--- src/rtl/shift_exec_pipe_pkg.sv ---
// shift_exec_pipe_pkg: shift opcodes, datapath widths and bit-reverse helper
package shift_exec_pipe_pkg;
  localparam int DATA_W = 32;
  localparam int AMT_W = 5;
  typedef enum logic [1:0] {
    OP_SLL = 2'b00,
    OP_SRL = 2'b01,
    OP_SRA = 2'b10,
    OP_ILL = 2'b11
  } shift_op_e;
  function automatic logic [DATA_W-1:0] rev32(input logic [DATA_W-1:0] v);
    logic [DATA_W-1:0] r;
    for (int i = 0; i < DATA_W; i++) r[i] = v[DATA_W-1-i];
    return r;
  endfunction
endpackage

--- src/rtl/shift_exec_pipe_if.sv ---
// shift_exec_pipe_if: operand-in and result-out valid/ready channels
interface shift_exec_pipe_if;
  import shift_exec_pipe_pkg::*;
  logic              in_valid;
  logic              in_ready;
  logic [DATA_W-1:0] in_x;
  logic [AMT_W-1:0]  in_amt;
  logic [1:0]        in_op;
  logic              out_valid;
  logic              out_ready;
  logic [DATA_W-1:0] out_result;
  logic              out_zero;
  logic              out_ovf;
  logic              out_err;
  modport slave (
    input  in_valid, in_x, in_amt, in_op, out_ready,
    output in_ready, out_valid, out_result, out_zero, out_ovf, out_err
  );
  modport master (
    output in_valid, in_x, in_amt, in_op, out_ready,
    input  in_ready, out_valid, out_result, out_zero, out_ovf, out_err
  );
endinterface

--- src/rtl/shift_exec_pipe_core.sv ---
// shift_core_r: combinational log-stage right shifter with a fill bit
module shift_core_r
  import shift_exec_pipe_pkg::*;
(
  input  logic [DATA_W-1:0] x_i,
  input  logic [AMT_W-1:0]  amt_i,
  input  logic              fill_i,
  output logic [DATA_W-1:0] y_o
);
  logic [DATA_W-1:0] s [AMT_W+1];
  assign s[0] = x_i;
  genvar i;
  // stage i shifts by 16, 8, 4, 2, 1 in that order
  for (i = 0; i < AMT_W; i++) begin : g_stage
    localparam int N = 1 << (AMT_W - 1 - i);
    assign s[i+1] = amt_i[AMT_W-1-i] ? {{N{fill_i}}, s[i][DATA_W-1:N]} : s[i];
  end
  assign y_o = s[AMT_W];
endmodule

--- src/rtl/shift_exec_pipe.sv ---
// shift_exec_pipe: two-stage valid/ready shift unit (SLL/SRL/SRA) with zero/ovf/err flags
module shift_exec_pipe
  import shift_exec_pipe_pkg::*;
(
  input logic clock,
  input logic reset_n,
  input logic flush,
  shift_exec_pipe_if.slave bus
);
  logic              s1_valid_q, s1_valid_d, s2_valid_q, s2_valid_d;
  logic [DATA_W-1:0] s1_x_q;
  logic [AMT_W-1:0]  s1_amt_q;
  logic [1:0]        s1_op_q;
  logic [DATA_W-1:0] s2_res_q, res_d, core_in, core_out, back;
  logic              s2_zero_q, s2_ovf_q, s2_err_q, ovf_d;
  logic              s1_adv, s2_adv, s1_load, s2_load;
  assign s2_adv       = !s2_valid_q | bus.out_ready;
  assign s1_adv       = !s1_valid_q | s2_adv;
  assign bus.in_ready = s1_adv & !flush;
  assign s1_load      = bus.in_valid & bus.in_ready;
  assign s2_load      = s1_valid_q & s2_adv & !flush;
  assign s1_valid_d   = s1_load | (s1_valid_q & !s1_adv & !flush);
  assign s2_valid_d   = s2_load | (s2_valid_q & !s2_adv & !flush);
  // left shifts reuse the right shifter by reversing around it
  assign core_in = s1_op_q == OP_SLL ? rev32(s1_x_q) : s1_x_q;
  shift_core_r u_core (
    .x_i    (core_in),
    .amt_i  (s1_amt_q),
    .fill_i (s1_op_q == OP_SRA && s1_x_q[DATA_W-1]),
    .y_o    (core_out)
  );
  assign res_d = s1_op_q == OP_ILL ? '0 : s1_op_q == OP_SLL ? rev32(core_out) : core_out;
  assign back  = $unsigned($signed(res_d) >>> s1_amt_q);
  assign ovf_d = s1_op_q == OP_SLL && back != s1_x_q;
  always_ff @(posedge clock or negedge reset_n) begin
    if (!reset_n) begin
      s1_valid_q <= 1'b0;
      s2_valid_q <= 1'b0;
      s1_x_q     <= '0;
      s1_amt_q   <= '0;
      s1_op_q    <= '0;
      s2_res_q   <= '0;
      s2_zero_q  <= 1'b0;
      s2_ovf_q   <= 1'b0;
      s2_err_q   <= 1'b0;
    end else begin
      s1_valid_q <= s1_valid_d;
      s2_valid_q <= s2_valid_d;
      if (s1_load) {s1_x_q, s1_amt_q, s1_op_q} <= {bus.in_x, bus.in_amt, bus.in_op};
      if (s2_load) {s2_res_q, s2_zero_q, s2_ovf_q, s2_err_q} <= {res_d, res_d == '0, ovf_d, s1_op_q == OP_ILL};
    end
  end
  assign bus.out_valid  = s2_valid_q;
  assign bus.out_result = s2_res_q;
  assign bus.out_zero   = s2_zero_q;
  assign bus.out_ovf    = s2_ovf_q;
  assign bus.out_err    = s2_err_q;
endmodule

--- src/flat_wrapper.sv ---
// flat-port wrapper written by rule: the top's interface ports become plain ports
module shift_exec_pipe_flat import shift_exec_pipe_pkg::*;
  (clock, reset_n, flush, bus_in_valid, bus_in_x, bus_in_amt, bus_in_op, bus_out_ready, bus_in_ready, bus_out_valid, bus_out_result, bus_out_zero, bus_out_ovf, bus_out_err);
  shift_exec_pipe_if bus_i ();
  input logic clock;
  input logic reset_n;
  input logic flush;
  input wire logic [$bits(bus_i.in_valid)-1:0] bus_in_valid;
  input wire logic [$bits(bus_i.in_x)-1:0] bus_in_x;
  input wire logic [$bits(bus_i.in_amt)-1:0] bus_in_amt;
  input wire logic [$bits(bus_i.in_op)-1:0] bus_in_op;
  input wire logic [$bits(bus_i.out_ready)-1:0] bus_out_ready;
  output wire logic [$bits(bus_i.in_ready)-1:0] bus_in_ready;
  output wire logic [$bits(bus_i.out_valid)-1:0] bus_out_valid;
  output wire logic [$bits(bus_i.out_result)-1:0] bus_out_result;
  output wire logic [$bits(bus_i.out_zero)-1:0] bus_out_zero;
  output wire logic [$bits(bus_i.out_ovf)-1:0] bus_out_ovf;
  output wire logic [$bits(bus_i.out_err)-1:0] bus_out_err;
  assign bus_i.in_valid = bus_in_valid;
  assign bus_i.in_x = bus_in_x;
  assign bus_i.in_amt = bus_in_amt;
  assign bus_i.in_op = bus_in_op;
  assign bus_i.out_ready = bus_out_ready;
  assign bus_in_ready = bus_i.in_ready;
  assign bus_out_valid = bus_i.out_valid;
  assign bus_out_result = bus_i.out_result;
  assign bus_out_zero = bus_i.out_zero;
  assign bus_out_ovf = bus_i.out_ovf;
  assign bus_out_err = bus_i.out_err;
  shift_exec_pipe u_core (.clock(clock), .reset_n(reset_n), .flush(flush), .bus(bus_i));
endmodule
--- config.mk ---
export PLATFORM = sky130hd
export DESIGN_NAME = shift_exec_pipe_flat
export DESIGN_NICKNAME = d
export VERILOG_FILES = /design/src/rtl/shift_exec_pipe_pkg.sv /design/src/rtl/shift_exec_pipe_if.sv /design/src/rtl/shift_exec_pipe_core.sv /design/src/rtl/shift_exec_pipe.sv /design/src/flat_wrapper.sv
export SDC_FILE = /design/constraint.sdc
export NUM_CORES = 1
export LEC_CHECK = 0
export ABC_CLOCK_PERIOD_IN_PS = 5800
export CAP_MARGIN = 20
export CORE_UTILIZATION = 55
export DETAILED_ROUTE_END_ITERATION = 12
export PLACE_DENSITY = 0.88
export SYNTH_ARGS = -nofsm -noshare
export SYNTH_HDL_FRONTEND = slang
export SYNTH_HIERARCHICAL = 1
export SYNTH_SLANG_ARGS = --single-unit
--- constraint.sdc ---
create_clock -name clock -period 5.8 [get_ports clock]
set_input_delay 1.45 -clock clock [delete_from_list [all_inputs] [get_ports clock]]
set_output_delay 1.45 -clock clock [all_outputs]
set_load 0.005 [all_outputs]
==> parameters.txt <==
Parameter                              Value

Global routing
  Largest net degree at the start of global routing    75
  Global-route wire length before repair    a little under 60000 µm
  Via count of the first global-routing pass    9852
  Initial antenna violation count    0
  GRT Resource Usage Total    between 40% and 50%
  Total gr overflow    0

Placement
  Setup WS pre-CTS    approximately 640 ps
  Dpl cell area    ~11000 µm²
  Post-DP HPWL    roughly 27000 µm
  Total placed cells including tap cells    1334
  Port-buffer cells    80
  Routability Congestion    roughly 1.0

Detailed routing
  Routed via count    roughly 10000
  Detailed-router iteration count before antenna repair    8
  Antenna Violating Nets Remaining    0
  Residual DRC count    0
  Via density per instance    approximately 7.6
  Starting DRT DRC Count    about 1700
  Post-detailed-routing wire length    37660 µm
  Wire length per cell    around 28 µm

Power and ir drop
  Power per cell area    slightly above 400 nW/µm²
  Sequential power share    around 18%
  VDD IR-drop max    171.5 µV
  Switching component of the power    around 2.2 mW
  Share of total power consumed by net switching    47.85%
  Proportion of power drawn by the clock network    ~15%
  Leakage power    4.324 nW
  Gate power share    between 60% and 70%
  Pint    2.400 mW

STA
  PnR worst setup slack    roughly 440 ps
  Setup TNS    0 ps
  Unrepaired setup endpoints after global routing    false
  Final-report setup violation count    0
  Post-layout min period    5358 ps
  Max-slew violations    0
  Relative slew slack    29.43%
  Transition at the pin with the smallest max-transition slack    1057 ps
  Maximum clock frequency    186.6 MHz
  Worst hold slack across all endpoints    473.9 ps
  Post-Route Skew    about 13 ps
  Final count of hold timing violations    0
  Final period util    92.38%

Worst setup path
  Largest delay share family, worst path    compound AO/OA/AOI/OAI gates
  Worst EP required    6030 ps
  Cells along the critical path    nor2_2, buf_12, mux2_2, mux2i_1, a22oi_1, nand3_1, a311oi_1, mux2i_1, mux4_2, mux2i_1, o31a_1, a221oi_2, xnor2_1, a2111o_1, nor4_1, a21oi_1
  Critical Path Source Type    register
  Arrival time of the worst setup path    roughly 5600 ps
  Crit path capture type    register
  Slowest cell on crit path    a311oi_1
  Worst stage delay on the critical path    approximately 740 ps
  Worst Path Buf+Inv    1
  Crit path kind    register to register
  Maximum fanout encountered on the critical timing path    38
  Most common cell type on the critical path    mux2i_1

Synth
  Cell variety after synth    87
  Gate count after technology mapping    1096
  Post-Syn Nets    1140
  Portion of the post-synthesis area used by sequential elements    19.03%
  Ys async rst share    100.0%
  Most frequently used flop master after synthesis    dfrtp_1
  #FFs+latches synth    76
  Number of enable flip-flop cells after synthesis    0
  Area of the mapped netlist    approximately 10000 µm²
  Average cell area after synthesis    9.117 µm²
  Number of warning messages in the yosys log    6

Clocking
  TritonCTS clock tree    yes
  Post-CTS setup buffers    0
  Clock slew at reported path FFs    70 ps
  Clock tree sinks    76
  Hold-fix buffers at CTS    0
  Clock insertion delay at the later pin of the skew report    360 ps
  Maximum level of the CTS H-tree    3
  Resized cells post-CTS    0
  Root buffer selected by CTS    clkbuf_16
  Clock Tree Buf Depth    2
  TritonCTS Buffers    9

Cells and area
  Count of inserted antenna diode cells    0
  Count of filler cells inserted in the layout    1440
  Commonest cells after routing, fill and taps aside    nand2_1, mux2_2, mux2i_1
  Growth of design area from synthesis to finish    11.76%
  Final standard cell count with taps included and fillers excluded    roughly 1400
  Fin area    about 11000 µm²
  Share of cells above drive strength 1    approximately 22%
  Most common library cell in the layout ignoring fill and taps    nand2_1
  Number of nets in the layout    1164

Die
  Initial standard-cell utilization of the core    56.98%
  Area of the placeable core    17540 µm²
  Die Wd    roughly 140 µm
  Die height    around 140 µm
  IO Count    between 80 and 90
  Area of the die    between 15000 and 20000 µm²
  Standard-cell rows    between 40 and 50

Job
  Count of maximum capacitance violations    0

Run status
  Status    complete, no violations

Min path
  Class of the most critical hold timing path    register to register
==> layer usage <==
| layer | vias up | global-route usage [%] | part of all wire (%) |
|---|---|---|---|
| li1 | 4283 | - | - |
| met1 | 4889 | 55.16 | 37 |
| met2 | 905 | 62.89 | 44 |
| met3 | 215 | 11.44 | 13 |
| met4 | 0 | 22.04 | 6.1 |
| met5 | - | 0 | 0 |
==> through the flow <==
step	total power, mW	util (%)
CTS	4.465	63.68
detailed placement	3.770	61.73
finish	4.602	63.68
floorplan	2.817	-
global placement	3.744	61.73
global route	4.781	63.68
==> cell type report <==
type | count | area, µm² | area share [%]
multi-input cells | 905 | 7525 | 67.38
flip-flops and latches | 76 | 1916 | 17.15
repair buffers | 110 | 1036 | 9.277
well taps | 225 | 281.5 | 2.521
clock buffers | 10 | 229.0 | 2.050
clock inverters | 6 | 112.6 | 1.008
inverters | 18 | 67.56 | 0.6050
==> logic make-up (layout without fill, tap and decap cells) <==
logic type,after synthesis,in the layout,share of synthesized area [%]
compound gates,266,266,19.10
xor+xnor,15,15,1.390
buf+inv,115,144,5.760
flops,76,76,19.03
mux,277,277,37.98
simple gates,347,347,16.74
==> cells in the mapped netlist (all sizes together) (4+ instances only) <==
master / instances / share of area (%)
o311ai: 4 / 0.35
a32oi: 6 / 0.53
o221ai: 5 / 0.44
a22oi: 14 / 1.1
a21o: 4 / 0.30
mux2i: 103 / 10
o31a: 6 / 0.53
nor3b: 5 / 0.43
dfrtp: 76 / 19
a21oi: 33 / 1.7
nand2b: 36 / 2.3
nor3: 22 / 1.1
clkbuf: 37 / 1.4
o21ai: 56 / 2.8
o22ai: 20 / 1.3
nand3: 17 / 0.85
o31ai: 6 / 0.45
inv: 16 / 0.60
mux2: 104 / 12
o211ai: 12 / 0.90
o22a: 5 / 0.44
o32ai: 7 / 0.61
o2111ai: 5 / 0.44
a2111oi: 4 / 0.35
a31oi: 7 / 0.44
mux4: 70 / 16
nand2: 135 / 5.1
a221oi: 11 / 1.0
xor2: 9 / 0.86
a211oi: 16 / 1.3
a21boi: 4 / 0.30
nor4: 12 / 0.75
nor2: 60 / 2.3
o21a: 5 / 0.38
and2: 12 / 0.75
xnor2: 6 / 0.53
nand4: 11 / 0.69
or3: 7 / 0.44
nor2b: 9 / 0.56
and3: 7 / 0.44
buf: 60 / 3.7
==> path summary, 6_finish.rpt <==
| check | start | to | slack (ps) | cells past startpoint |
|---|---|---|---|---|
| max in group asynchronous | reset_n | u_core/bus.out_valid$_DFF_PN0_ | 3830 | 2 |
| worst min-delay path | u_core/bus.out_result[1]$_DFFE_PN0P_ | u_core/bus.out_result[1]$_DFFE_PN0P_ | 470 | 2 |
| min in group asynchronous | reset_n | u_core/s1_amt_q[1]$_DFFE_PN0P_ | 1050 | 1 |
| worst max-delay path | u_core/s1_op_q[0]$_DFFE_PN0P_ | u_core/bus.out_ovf$_DFFE_PN0P_ | 440 | 16 |
| worst min register to register | u_core/bus.out_result[1]$_DFFE_PN0P_ | u_core/bus.out_result[1]$_DFFE_PN0P_ | 470 | 2 |
| worst max register to register | u_core/s1_op_q[0]$_DFFE_PN0P_ | u_core/bus.out_ovf$_DFFE_PN0P_ | 440 | 16 |
==> sequential cells by signal, indices dropped and copies added, names as in the netlist <==
| register | count |
|---|---|
| u_core/bus.out_result | 32 |
| u_core/s1_x_q | 32 |
| u_core/s1_amt_q | 5 |
| u_core/s1_op_q | 2 |
| u_core/bus.out_err | 1 |
| u_core/bus.out_ovf | 1 |
| u_core/bus.out_valid | 1 |
| u_core/bus.out_zero | 1 |
| u_core/s1_valid_q | 1 |
==> power by group through the flow <==
stage	registers, mW	clock network, mW	logic (mW)
after floorplan	0.752	0	2.06
after global routing	0.845	0.699	3.24
after CTS	0.824	0.678	2.96
after global placement	0.828	0	2.92
after detailed placement	0.833	0	2.94
final	0.833	0.670	3.10
==> worst register-to-register path: stages (launching register included) <==
cell and delay, ps:
dfrtp_2 420, nor2_2 160, buf_12 230, mux2_2 350, mux2i_1 270, a22oi_1 460, nand3_1 140, a311oi_1 740
mux2i_1 210, mux4_2 620, mux2i_1 340, o31a_1 290, a221oi_2 100, xnor2_1 170, a2111o_1 400, nor4_1 240
a21oi_1 110
No activity file was read; power rests on OpenSTA's default activity.
